## src/rtl/mult_wb_merge_pkg.sv

```systemverilog
// Shared widths, depths and types for the multiply writeback merge stage.
package mult_wb_merge_pkg;

  localparam int REG_SIZE        = 32;
  localparam int REG_ADDR        = 5;
  localparam int WB_FIFO_DEPTH   = 4;
  localparam int WB_STALL_THRESH = 2;

  typedef enum logic [1:0] {
    SRC_NONE,
    SRC_ALU,
    SRC_FIFO,
    SRC_BYPASS
  } wb_src_e;

endpackage

```

## src/rtl/mult_wb_merge_fifo.sv

```systemverilog
// Circular buffer of pending multiply results; entries can be invalidated in place
// by a later ALU write to the same register and still pop normally.
module mult_wb_fifo
  import mult_wb_merge_pkg::*;
#(
  parameter int DATA_W = REG_SIZE,
  parameter int ADDR_W = REG_ADDR,
  parameter int DEPTH  = WB_FIFO_DEPTH
) (
  input  logic                       clk,
  input  logic                       reset,
  input  logic                       push,
  input  logic [ADDR_W-1:0]          push_wreg,
  input  logic [DATA_W-1:0]          push_data,
  input  logic                       push_zero,
  input  logic                       pop,
  input  logic                       squash_en,
  input  logic [ADDR_W-1:0]          squash_addr,
  output logic                       head_valid,
  output logic [ADDR_W-1:0]          head_wreg,
  output logic [DATA_W-1:0]          head_data,
  output logic                       head_zero,
  output logic [$clog2(DEPTH+1)-1:0] count,
  output logic                       empty,
  output logic                       full
);

  localparam int PTR_W = $clog2(DEPTH);
  localparam int CNT_W = $clog2(DEPTH + 1);

  logic [DEPTH-1:0]  valid_q;
  logic [DEPTH-1:0]  zero_q;
  logic [ADDR_W-1:0] wreg_q [DEPTH];
  logic [DATA_W-1:0] data_q [DEPTH];
  logic [PTR_W-1:0]  head_q;
  logic [PTR_W-1:0]  tail_q;
  logic              do_push;
  logic              do_pop;

  assign empty   = (count == '0);
  assign full    = (count == CNT_W'(DEPTH));
  assign do_pop  = pop && !empty;
  assign do_push = push && (!full || do_pop);

  assign head_valid = valid_q[head_q];
  assign head_wreg  = wreg_q[head_q];
  assign head_data  = data_q[head_q];
  assign head_zero  = zero_q[head_q];

  // Squash runs before the push so a fresh entry written this cycle keeps valid=1.
  always_ff @(posedge clk or posedge reset) begin
    if (reset) begin
      head_q  <= '0;
      tail_q  <= '0;
      count   <= '0;
      valid_q <= '0;
      zero_q  <= '0;
      for (int i = 0; i < DEPTH; i++) begin
        wreg_q[i] <= '0;
        data_q[i] <= '0;
      end
    end else begin
      if (squash_en) begin
        for (int i = 0; i < DEPTH; i++) begin
          if (wreg_q[i] == squash_addr) valid_q[i] <= 1'b0;
        end
      end
      if (do_push) begin
        valid_q[tail_q] <= 1'b1;
        wreg_q[tail_q]  <= push_wreg;
        data_q[tail_q]  <= push_data;
        zero_q[tail_q]  <= push_zero;
        tail_q          <= tail_q + 1'b1;
      end
      if (do_pop) head_q <= head_q + 1'b1;
      if (do_push && !do_pop)      count <= count + 1'b1;
      else if (do_pop && !do_push) count <= count - 1'b1;
    end
  end

endmodule

```

## src/rtl/mult_wb_merge.sv

```systemverilog
// Writeback merge: arbitrates the single register-file write port between the
// ALU/MEM pipe (always wins) and buffered multiply results.
module mult_wb_merge
  import mult_wb_merge_pkg::*;
#(
  parameter int DATA_W       = REG_SIZE,
  parameter int ADDR_W       = REG_ADDR,
  parameter int DEPTH        = WB_FIFO_DEPTH,
  parameter int STALL_THRESH = WB_STALL_THRESH
) (
  input  logic              clk,
  input  logic              reset,
  input  logic              regwrite_mult_in,
  input  logic [ADDR_W-1:0] wreg_mult_in,
  input  logic [DATA_W-1:0] mresult_in,
  input  logic              mzero_in,
  input  logic              moverflow_in,
  input  logic              regwrite_alu_in,
  input  logic [ADDR_W-1:0] wreg_alu_in,
  input  logic [DATA_W-1:0] alu_result_in,
  output logic              regwrite_out,
  output logic [ADDR_W-1:0] wreg_out,
  output logic [DATA_W-1:0] wdata_out,
  output logic              zero_out,
  output logic              mult_stall_out,
  output logic              overflow_exc_out,
  output logic              fifo_ovf_out
);

  localparam int CNT_W = $clog2(DEPTH + 1);

  logic              alu_wins;
  logic              mult_ok;
  logic              fifo_push;
  logic              fifo_pop;
  logic              push_drop;
  logic              head_valid;
  logic [ADDR_W-1:0] head_wreg;
  logic [DATA_W-1:0] head_data;
  logic              head_zero;
  logic [CNT_W-1:0]  fifo_count;
  logic              fifo_empty;
  logic              fifo_full;
  wb_src_e           src;
  logic              nxt_we;
  logic [ADDR_W-1:0] nxt_wreg;
  logic [DATA_W-1:0] nxt_wdata;
  logic              nxt_zero;

  mult_wb_fifo #(
    .DATA_W(DATA_W),
    .ADDR_W(ADDR_W),
    .DEPTH (DEPTH)
  ) u_fifo (
    .clk        (clk),
    .reset      (reset),
    .push       (fifo_push),
    .push_wreg  (wreg_mult_in),
    .push_data  (mresult_in),
    .push_zero  (mzero_in),
    .pop        (fifo_pop),
    .squash_en  (alu_wins),
    .squash_addr(wreg_alu_in),
    .head_valid (head_valid),
    .head_wreg  (head_wreg),
    .head_data  (head_data),
    .head_zero  (head_zero),
    .count      (fifo_count),
    .empty      (fifo_empty),
    .full       (fifo_full)
  );

  // A same-cycle ALU write to the mult's target makes the older mult result dead.
  always_comb begin
    alu_wins  = regwrite_alu_in && (wreg_alu_in != '0);
    mult_ok   = regwrite_mult_in && !moverflow_in && (wreg_mult_in != '0) &&
                !(regwrite_alu_in && (wreg_alu_in == wreg_mult_in));
    src       = SRC_NONE;
    fifo_pop  = 1'b0;
    nxt_we    = 1'b0;
    nxt_wreg  = '0;
    nxt_wdata = '0;
    nxt_zero  = 1'b0;
    if (alu_wins) begin
      src = SRC_ALU;
    end else if (!fifo_empty) begin
      src      = SRC_FIFO;
      fifo_pop = 1'b1;
    end else if (mult_ok) begin
      src = SRC_BYPASS;
    end
    fifo_push = mult_ok && (src != SRC_BYPASS);
    push_drop = fifo_push && fifo_full && !fifo_pop;
    case (src)
      SRC_ALU: begin
        nxt_we    = 1'b1;
        nxt_wreg  = wreg_alu_in;
        nxt_wdata = alu_result_in;
      end
      SRC_FIFO: begin
        if (head_valid) begin
          nxt_we    = 1'b1;
          nxt_wreg  = head_wreg;
          nxt_wdata = head_data;
          nxt_zero  = head_zero;
        end
      end
      SRC_BYPASS: begin
        nxt_we    = 1'b1;
        nxt_wreg  = wreg_mult_in;
        nxt_wdata = mresult_in;
        nxt_zero  = mzero_in;
      end
      default: ;
    endcase
  end

  always_ff @(posedge clk or posedge reset) begin
    if (reset) begin
      regwrite_out     <= 1'b0;
      wreg_out         <= '0;
      wdata_out        <= '0;
      zero_out         <= 1'b0;
      overflow_exc_out <= 1'b0;
      fifo_ovf_out     <= 1'b0;
    end else begin
      regwrite_out     <= nxt_we;
      wreg_out         <= nxt_wreg;
      wdata_out        <= nxt_wdata;
      zero_out         <= nxt_zero;
      overflow_exc_out <= regwrite_mult_in && moverflow_in;
      fifo_ovf_out     <= fifo_ovf_out || push_drop;
    end
  end

  assign mult_stall_out = (fifo_count >= CNT_W'(STALL_THRESH));

endmodule
```

## config.mk

```make
export PLATFORM = sky130hd
export DESIGN_NAME = mult_wb_merge
export DESIGN_NICKNAME = d
export VERILOG_FILES = /design/src/rtl/mult_wb_merge_pkg.sv /design/src/rtl/mult_wb_merge_fifo.sv /design/src/rtl/mult_wb_merge.sv
export SDC_FILE = /design/constraint.sdc
export NUM_CORES = 1
export LEC_CHECK = 0
export CORE_MARGIN = 5
export CORE_UTILIZATION = 48
export DETAILED_ROUTE_END_ITERATION = 12
export PLACE_DENSITY = 0.71
export SKIP_CTS_REPAIR_TIMING = 1
export SLEW_MARGIN = 30
export SYNTH_ARGS = -nofsm -noshare
export SYNTH_HDL_FRONTEND = slang
export SYNTH_HIERARCHICAL = 1
export SYNTH_SLANG_ARGS = --single-unit
export TNS_END_PERCENT = 50
```

## constraint.sdc

```tcl
create_clock -name clk -period 12.65 [get_ports clk]
set_input_delay 3.795 -clock clk [delete_from_list [all_inputs] [get_ports clk]]
set_output_delay 3.795 -clock clk [all_outputs]
set_load 0.05 [all_outputs]
```

==> results of run 1 <==
==> placed cells by master, fill, tap and decap left out, drive strengths merged, types with 2 or more instances in the layout <==
cell type      count
dfrtp            204
and2               3
nor2               4
nand2              9
nor2b              2
a32oi              2
o22a               4
nand3             11
and3              36
a221o             32
clkinv             5
bufinv             2
buf                6
mux4              39
ha                 5
xor2              12
a311o              4
xnor2             19
clkbuf            33
inv                8
clkdlybuf4s50    121
nand4              6
mux2             154
nor3               4
==> metrics by stage <==
step	worst slack, ps	cell area, sq um	hold slack (ps)
after global routing	5000	11600	512
after CTS	5240	11500	505
after global placement	4890	10800	483
after floorplan	4450	9450	475
final	5230	11600	505
after detailed placement	4710	10800	492
==> per-layer routing <==
| layer | vias to the layer above | wire length (microns) | GRT usage |
|---|---|---|---|
| met3 | 30 | 1140 | 0.0382 |
| li1 | 2523 | - | - |
| met1 | 3019 | 9610 | 0.268 |
| met4 | 2 | 337 | 0.0503 |
| met5 | - | 7 | 0 |
| met2 | 140 | 10900 | 0.332 |
==> logic make-up after synthesis <==
family | Yosys count | synth area share
simple gates | 81 | 0.0527
fa+ha+maj | 6 | 0.00874
xor+xnor | 31 | 0.0287
mux | 193 | 0.291
flops | 204 | 0.540
buf+inv | 49 | 0.0302
compound gates | 47 | 0.0489
==> final cells by class <==
cell class,count,area share
flip-flops and latches,204,0.442
well taps,265,0.0287
inverters,7,0.00314
clock buffers,33,0.0556
multi-input cells,358,0.352
repair buffers,127,0.111
clock inverters,8,0.00812
==> worst max-delay path, stage by stage <==
cell and delay, ps:
clkdlybuf4s50_1 580, or4_4 610, o21ai_4 120, buf_4 460, inv_4 350, nor2_1 250, or4b_1 300, nand2_1 170
inv_1 120, ha_1 180, inv_1 60, fa_1 370, xor2_1 150, nor2_1 110, xor2_1 180
==> flip-flops by register name (all words and copies together), names as in the netlist <==
name	cells
fifo_ovf_out	1
overflow_exc_out	1
regwrite_out	1
u_fifo/count	3
u_fifo/data_q	128
u_fifo/head_q	2
u_fifo/tail_q	2
u_fifo/valid_q	4
u_fifo/wreg_q	20
u_fifo/zero_q	4
wdata_out	32
wreg_out	5
zero_out	1
==> power by group through the flow <==
| stage | Combinational, uW | Clock [uW] | Sequential [uW] |
|---|---|---|---|
| final | 1340 | 652 | 1150 |
| after floorplan | 800 | 0 | 1310 |
| after detailed placement | 1320 | 0 | 1160 |
| after CTS | 1330 | 665 | 1150 |
| after global placement | 1290 | 0 | 1130 |
| after global routing | 1420 | 694 | 1190 |
==> final timing paths <==
kind / slack, ps / cells after the start / to
worst min register to register: 500 / 1 / u_fifo/data_q[20]$_DFFE_PP0P_
max in group asynchronous: 7520 / 3 / u_fifo/head_q[0]$_DFFE_PP0P_
min in group asynchronous: 3830 / 2 / wdata_out[9]$_DFF_PP0_
worst min-delay path: 500 / 1 / u_fifo/data_q[20]$_DFFE_PP0P_
worst max-delay path: 5230 / 15 / u_fifo/count[2]$_DFFE_PP0P_
worst max register to register: 9280 / 9 / u_fifo/count[1]$_DFFE_PP0P_
==> results.sh, run 1 <==
export IMPL_ys_seq_area_frac=0.540
export IMPL_rsz0062_at_grt="false"
export IMPL_switching_share=0.339
export IMPL_synth_top_cells_by_area="dfrtp_1, mux2_2, mux4_2, mux2_4, a221o_1"
export IMPL_antenna_found_initial=1
export IMPL_p_per_area_mw_per_mm2=272
export IMPL_seqCellArea_sq_mm=0.00511
export IMPL_netlist_area_sq_mm=0.00945
export IMPL_cp_max_fo=45
export IMPL_grt_pass1_wl_microns=35400
export IMPL_max_cap_violations=0
export IMPL_p_clk_frac=0.207
export IMPL_rows=51
export IMPL_grt_max_degree=89
export IMPL_yosys_warnings=6
export IMPL_io_pin_count=122
export IMPL_first_pass_iters=6
export IMPL_vias_per_cell=5.70
export IMPL_cellInternalPower_uw=2080
export IMPL_overflow=0
export IMPL_drv_slew=0
export IMPL_clock_latency_ps=510
export IMPL_cts_tree="built"
export IMPL_final_util=0.596
export IMPL_total_power_uw=3140
export IMPL_yosysMostFrequentCell="dfrtp_1"
export IMPL_synth_edff_count=0
export IMPL_fin_tns_setup_ps=0
export IMPL_crit_start="wreg_alu_in[2]"
export IMPL_worst_pin_slew_ps=881
export IMPL_fmax_mhz=135
export IMPL_finalWirelength_microns=22000
export IMPL_crit_required_ps=13070
export IMPL_reg2reg_from="u_fifo/count[1]$_DFFE_PP0P_"
export IMPL_portBuffers=121
export IMPL_cts_root_buf="clkbuf_16"
export IMPL_synth_fp_nets=697
export IMPL_post_place_cells=960
export IMPL_path_class="primary input to flop"
export IMPL_place_congestion=0.840
export IMPL_vias=5714
export IMPL_p_comb_frac=0.426
export IMPL_cp_start_kind="primary input"
export IMPL_slew_headroom=0.409
export IMPL_vdd_ir_drop_max_mv=0.142
export IMPL_hpwl_microns=13000
export IMPL_syn_inst=611
export IMPL_initial_core_util=0.487
export IMPL_synth_common_cells="dfrtp_1, mux2_2, mux4_2"
export IMPL_grt_usage=0.198
export IMPL_final_layout_size_suffix_gt1_frac=0.335
export IMPL_synth_top_area_share=0.540
export IMPL_hold_viol=0
export IMPL_area_growth_pct=22.3
export IMPL_drt_iter0_drc=430
export IMPL_numCtsBuffers=23
export IMPL_async_reset_ff_frac=1.00
export IMPL_status="completed"
export IMPL_leakage_uw=0.00488
export IMPL_cp_arrival_ps=7840
export IMPL_multi_input_area_sq_mm=0.00407
export IMPL_grt_pass1_vias=6469
export IMPL_cts_max_level=1
export IMPL_die_width_microns=150
export IMPL_ys_flop_type="dfrtp_1"
export IMPL_synth_cell_types=39
export IMPL_min_from="u_fifo/data_q[20]$_DFFE_PP0P_"
export IMPL_seqPwrFrac=0.367
export IMPL_fillers=1556
export IMPL_power_switching_uw=1060
export IMPL_ys_seq_elements=204
export IMPL_yosysTopAreaCell="dfrtp_1"
export IMPL_clock_skew_final_ps=21.1
export IMPL_final_nets=807
export IMPL_ant_nets=0
export IMPL_min_period_ps=7420
export IMPL_n_antenna_cell=0
export IMPL_post_drt_wl_per_cell_microns=22.0
export IMPL_hold_class="flop to flop"
export IMPL_drc=0
export IMPL_syn_avg_cell_area_sq_um=15.5
export IMPL_final_cells=1002
export IMPL_clk_path_buf_depth=3
export IMPL_period_share=0.586
export IMPL_die_area_sq_mm=0.0226
export IMPL_end_kind="flop"
export IMPL_cts_sinks=204
export IMPL_die_h_microns=150
export IMPL_path_clk_slew_ps=60
export IMPL_core_area_sq_mm=0.0194
export IMPL_setup_viol=0
Note: power is estimated with default switching activity, not from simulation.
==> run 2: changes to the inputs <==
--- a/config.mk
+++ b/config.mk
@@ -8,7 +8,7 @@
 export CORE_MARGIN = 5
 export CORE_UTILIZATION = 48
 export DETAILED_ROUTE_END_ITERATION = 12
-export PLACE_DENSITY = 0.71
+export PLACE_DENSITY = 0.74
 export SKIP_CTS_REPAIR_TIMING = 1
 export SLEW_MARGIN = 30
 export SYNTH_ARGS = -nofsm -noshare
==> constraint.sdc (replaced) <==
create_clock -name clk -period 6.67 [get_ports clk]
set_input_delay 2.001 -clock clk [delete_from_list [all_inputs] [get_ports clk]]
set_output_delay 2.001 -clock clk [all_outputs]
set_load 0.05 [all_outputs]
==> results.sh, run 2 (synthesis results as in run 1) <==
export IMPL_status="completed"
export IMPL_vias=5757
export IMPL_seqCellArea_sq_mm=0.00511
export IMPL_mostFrequentLayoutCell="dfrtp_1"
export IMPL_cts_root_buf="clkbuf_16"
export IMPL_finalWirelength_microns=22300
export IMPL_ant_nets=0
export IMPL_multi_input_area_sq_mm=0.00407
export IMPL_layout_common_cells="dfrtp_1, clkdlybuf4s50_1, mux2_2"
export IMPL_cp_start_kind="primary input"
export IMPL_first_pass_iters=4
export IMPL_setup_viol=0
export IMPL_final_layout_size_suffix_gt1_frac=0.343
export IMPL_grt_max_degree=125
export IMPL_clock_skew_final_ps=8.26
export IMPL_clk_path_buf_depth=3
export IMPL_vdd_ir_drop_max_mv=0.260
export IMPL_drc=0
export IMPL_max_cap_violations=0
export IMPL_overflow=0
export IMPL_period_share=0.761
export IMPL_worst_pin_slew_ps=950
export IMPL_met2_usage=0.339
export IMPL_hold_class="flop to flop"
export IMPL_grt_pass1_wl_microns=36000
export IMPL_die_h_microns=150
export IMPL_min_period_ps=5080
export IMPL_cp_slowest_stage_delay_ps=820
export IMPL_final_util=0.605
export IMPL_fin_tns_setup_ps=0
export IMPL_numCtsBuffers=22
export IMPL_cp_arrival_ps=5510
export IMPL_p_per_area_mw_per_mm2=527
export IMPL_slew_headroom=0.362
export IMPL_largestRegisters="u_fifo/data_q (128), wdata_out (32), u_fifo/wreg_q (20)"
export IMPL_use_met3=0.0280
export IMPL_initial_core_util=0.487
export IMPL_io_pin_count=122
export IMPL_hpwl_microns=13400
export IMPL_top_usage_layer="met2"
export IMPL_die_area_sq_mm=0.0226
export IMPL_clock_latency_ps=500
export IMPL_area_growth_pct=24.1
export IMPL_cts_tree="built"
export IMPL_n_antenna_cell=0
export IMPL_path_clk_slew_ps=60
export IMPL_vias_per_cell=5.75
export IMPL_crit_required_ps=7100
export IMPL_cts_max_level=1
export IMPL_drv_slew=0
export IMPL_portBuffers=121
export IMPL_cts_sinks=204
export IMPL_worstPathCellList="clkdlybuf4s50_1 -> or4_4 -> o21ai_4 -> buf_4 -> a211oi_1 -> nand2_1 -> inv_1 -> ha_1 -> inv_1 -> fa_1 -> xor2_1 -> nor2_1 -> xor2_1"
export IMPL_end_kind="flop"
export IMPL_core_area_sq_mm=0.0194
export IMPL_drt_iter0_drc=418
export IMPL_place_congestion=0.811
export IMPL_antenna_found_initial=0
export IMPL_grt_usage=0.202
export IMPL_fillers=1482
export IMPL_hold_viol=0
export IMPL_grt_pass1_vias=6637
export IMPL_die_width_microns=150
export IMPL_final_nets=807
export IMPL_cp_max_fo=44
export IMPL_largest_reg_flops=128
export IMPL_leakage_uw=0.00496
export IMPL_post_drt_wl_per_cell_microns=22.2
export IMPL_slowest_stage="a211oi_1"
export IMPL_rsz0062_at_grt="false"
export IMPL_fmax_mhz=197
export IMPL_met1_usage=0.276
export IMPL_rows=51
export IMPL_top_register="u_fifo/data_q"
export IMPL_path_class="primary input to flop"
==> run 2: layout make-up <==
| type | instances | area share |
|---|---|---|
| Clock buffer | 29 | 0.0553 |
| Clock inverter | 11 | 0.0198 |
| Inverter | 7 | 0.00331 |
| Multi-Input combinational cell | 358 | 0.347 |
| Sequential cell | 204 | 0.436 |
| Tap cell | 265 | 0.0283 |
| Timing Repair Buffer | 128 | 0.111 |
==> run 2: per-layer routing <==
layer	vias to the layer above	wire, microns
met2	196	11100
met1	2995	9530
met5	-	0
li1	2526	-
met3	40	1250
met4	0	418
==> run 2: report_power, final <==
group / switching (uW) / internal [uW]
Clock: 502 / 953
Combinational: 1190 / 1350
Sequential: 341 / 1850
==> run 2: final timing paths <==
check,from,end,slack [ps],depth (start not counted)
setup / recovery,wreg_alu_in[1],u_fifo/count[2]$_DFFE_PP0P_,1590,13
hold / removal,u_fifo/data_q[95]$_DFFE_PP0P_,u_fifo/data_q[95]$_DFFE_PP0P_,500,1
setup reg to reg,u_fifo/count[1]$_DFFE_PP0P_,u_fifo/count[1]$_DFFE_PP0P_,3230,9
hold reg to reg,u_fifo/data_q[95]$_DFFE_PP0P_,u_fifo/data_q[95]$_DFFE_PP0P_,500,1
max in group asynchronous,reset,u_fifo/data_q[87]$_DFFE_PP0P_,3460,3
min in group asynchronous,reset,wdata_out[4]$_DFF_PP0_,2090,2
==> run 2: worst max-delay path, delay by kind of cell <==
family                     cells  cell delay, ps
buffers and inverters          4            1180
AOI/OAI and AO/OA              2             880
and+or+nand+nor                3             590
adders and majority gates      2             550
xor gates and xnor gates       2             310
==> run 2: per-stage QoR <==
stage	cells	hold WS (ps)	instance area (sq um)	setup WS (ps)	total power (uW)
after floorplan	611	475	9450	264	4010
final	1002	501	11700	1590	6190
after global placement	960	484	10800	1230	4590
after detailed placement	960	490	10800	1110	4710
after global routing	1002	511	11700	1310	6500
after CTS	1000	504	11700	1640	6190
==> run 3: changes to the inputs <==
--- a/config.mk
+++ b/config.mk
@@ -8,7 +8,7 @@
 export CORE_MARGIN = 5
 export CORE_UTILIZATION = 48
 export DETAILED_ROUTE_END_ITERATION = 12
-export PLACE_DENSITY = 0.74
+export PLACE_DENSITY = 0.71
 export SKIP_CTS_REPAIR_TIMING = 1
 export SLEW_MARGIN = 30
 export SYNTH_ARGS = -nofsm -noshare
==> constraint.sdc (replaced) <==
create_clock -name clk -period 5.3 [get_ports clk]
set_input_delay 1.59 -clock clk [delete_from_list [all_inputs] [get_ports clk]]
set_output_delay 1.59 -clock clk [all_outputs]
set_load 0.05 [all_outputs]
==> results.sh, run 3 (synthesis results as in run 1) <==
export IMPL_layout_common_cells="dfrtp_1, clkdlybuf4s50_1, mux2_2"
export IMPL_cellInternalPower_uw=4930
export IMPL_p_clk_frac=0.203
export IMPL_rows=51
export IMPL_initial_core_util=0.487
export IMPL_grt_pass1_vias=6541
export IMPL_finalWirelength_microns=22800
export IMPL_antenna_found_initial=1
export IMPL_path_clk_slew_ps=60
export IMPL_die_width_microns=150
export IMPL_core_area_sq_mm=0.0194
export IMPL_worst_pin_slew_ps=848
export IMPL_reg2reg_slack_ps=1950
export IMPL_cp_arrival_ps=4820
export IMPL_setup_viol=0
export IMPL_cts_tree="built"
export IMPL_drt_iter0_drc=246
export IMPL_max_cap_violations=0
export IMPL_cts_root_buf="clkbuf_16"
export IMPL_numCtsBuffers=23
export IMPL_fmax_mhz=227
export IMPL_top_register="u_fifo/data_q"
export IMPL_end_kind="flop"
export IMPL_seqPwrFrac=0.367
export IMPL_cp_start_kind="primary input"
export IMPL_vdd_ir_drop_max_mv=0.394
export IMPL_switching_share=0.340
export IMPL_final_nets=813
export IMPL_n_antenna_cell=0
export IMPL_slew_headroom=0.431
export IMPL_ant_nets=0
export IMPL_drc=0
export IMPL_cts_sinks=204
export IMPL_mostFrequentLayoutCell="dfrtp_1"
export IMPL_path_class="primary input to flop"
export IMPL_grt_max_degree=63
export IMPL_clock_skew_final_ps=10.2
export IMPL_die_h_microns=150
export IMPL_cp_max_fo=9
export IMPL_crit_end="u_fifo/count[2]$_DFFE_PP0P_"
export IMPL_reg2reg_depth=9
export IMPL_portBuffers=121
export IMPL_hpwl_microns=13800
export IMPL_worst_hold_slack_ps=502
export IMPL_vias=5801
export IMPL_vias_per_cell=5.77
export IMPL_status="completed"
export IMPL_cts_max_level=1
export IMPL_overflow=0
export IMPL_p_comb_frac=0.430
export IMPL_period_share=0.829
export IMPL_io_pin_count=122
export IMPL_largestRegisters="u_fifo/data_q (128), wdata_out (32), u_fifo/wreg_q (20)"
export IMPL_total_power_uw=7480
export IMPL_final_layout_size_suffix_gt1_frac=0.340
export IMPL_first_pass_iters=4
export IMPL_place_congestion=0.826
export IMPL_largest_reg_flops=128
export IMPL_grt_usage=0.206
export IMPL_min_period_ps=4400
export IMPL_clk_path_buf_depth=3
export IMPL_hold_viol=0
export IMPL_fillers=1542
export IMPL_leakage_uw=0.00491
export IMPL_hold_class="flop to flop"
export IMPL_reg2reg_to="u_fifo/count[1]$_DFFE_PP0P_"
export IMPL_grt_pass1_wl_microns=36500
export IMPL_fin_tns_setup_ps=0
export IMPL_clock_latency_ps=510
export IMPL_power_switching_uw=2540
export IMPL_multi_input_area_sq_mm=0.00407
export IMPL_area_growth_pct=23.0
export IMPL_drv_slew=0
export IMPL_seqCellArea_sq_mm=0.00511
export IMPL_reg2reg_from="u_fifo/count[1]$_DFFE_PP0P_"
export IMPL_die_area_sq_mm=0.0226
export IMPL_crit_required_ps=5730
export IMPL_rsz0062_at_grt="false"
export IMPL_post_drt_wl_per_cell_microns=22.7
export IMPL_p_per_area_mw_per_mm2=643
export IMPL_crit_start="wreg_alu_in[2]"
==> run 3: changes by cell type in the layout (fill, tap and decap cells not counted), sizes merged <==
cell	change
clkinv	-3
bufinv	-7
clkinvlp	+1
clkbuf	+8
buf	+5
==> run 3: worst min path at each step <==
stage	cells after the start	end	startpoint	slack (ps)
finish	1	u_fifo/data_q[26]$_DFFE_PP0P_	u_fifo/data_q[26]$_DFFE_PP0P_	500
CTS	1	u_fifo/data_q[86]$_DFFE_PP0P_	u_fifo/data_q[86]$_DFFE_PP0P_	500
global placement	1	u_fifo/data_q[84]$_DFFE_PP0P_	u_fifo/data_q[84]$_DFFE_PP0P_	480
detailed placement	1	fifo_ovf_out$_DFF_PP0_	fifo_ovf_out$_DFF_PP0_	490
floorplan	1	u_fifo/data_q[93]$_DFFE_PP0P_	u_fifo/data_q[93]$_DFFE_PP0P_	480
global route	1	u_fifo/data_q[86]$_DFFE_PP0P_	u_fifo/data_q[86]$_DFFE_PP0P_	510
==> run 3: area by class of cell <==
class | instances | share of cell area
Multi-Input combinational cell | 358 | 0.350
Sequential cell | 204 | 0.439
Clock buffer | 37 | 0.0609
Timing Repair Buffer | 133 | 0.117
Tap cell | 265 | 0.0285
Clock inverter | 2 | 0.00140
Inverter | 7 | 0.00301
==> run 3: metal layers <==
metal	up-vias	share of wire	wire length, microns	GRT usage
met1	3064	0.42	9670	0.278
met2	159	0.50	11400	0.346
met3	36	0.056	1280	0.0415
met5	-	0.00057	13	0
li1	2540	-	-	-
met4	2	0.021	476	0.0489
==> run 3: power by group through the flow <==
stage                     clock network (uW)  logic, uW  registers, uW
final                                   1520       3210           2750
after CTS                               1550       3240           2750
after detailed placement                   0       3220           2770
after global placement                     0       3110           2690
after floorplan                            0       1910           3130
after global routing                    1610       3420           2840
==> run 3: critical path, stage by stage <==
cell             delay (ps)
clkdlybuf4s50_1         570
or4_4                   610
o21ai_4                 210
inv_4                    40
nor2_1                  160
or4b_1                  320
nand2_1                 150
inv_1                    80
ha_1                    180
inv_1                    60
fa_1                    380
xor2_1                  160
nor2_1                  120
xor2_1                  180
==> run 3: per-stage QoR <==
step | setup slack [ps] | instance area (sq um) | instances | utilization
2_1_floorplan | 1030 | 9460 | 611 | -
3_3_place_gp | 560 | 10900 | 965 | 0.559
3_5_place_dp | 407 | 10900 | 966 | 0.561
4_1_cts | 921 | 11600 | 1005 | 0.598
5_1_grt | 671 | 11600 | 1006 | 0.599
6_report | 904 | 11600 | 1006 | 0.599
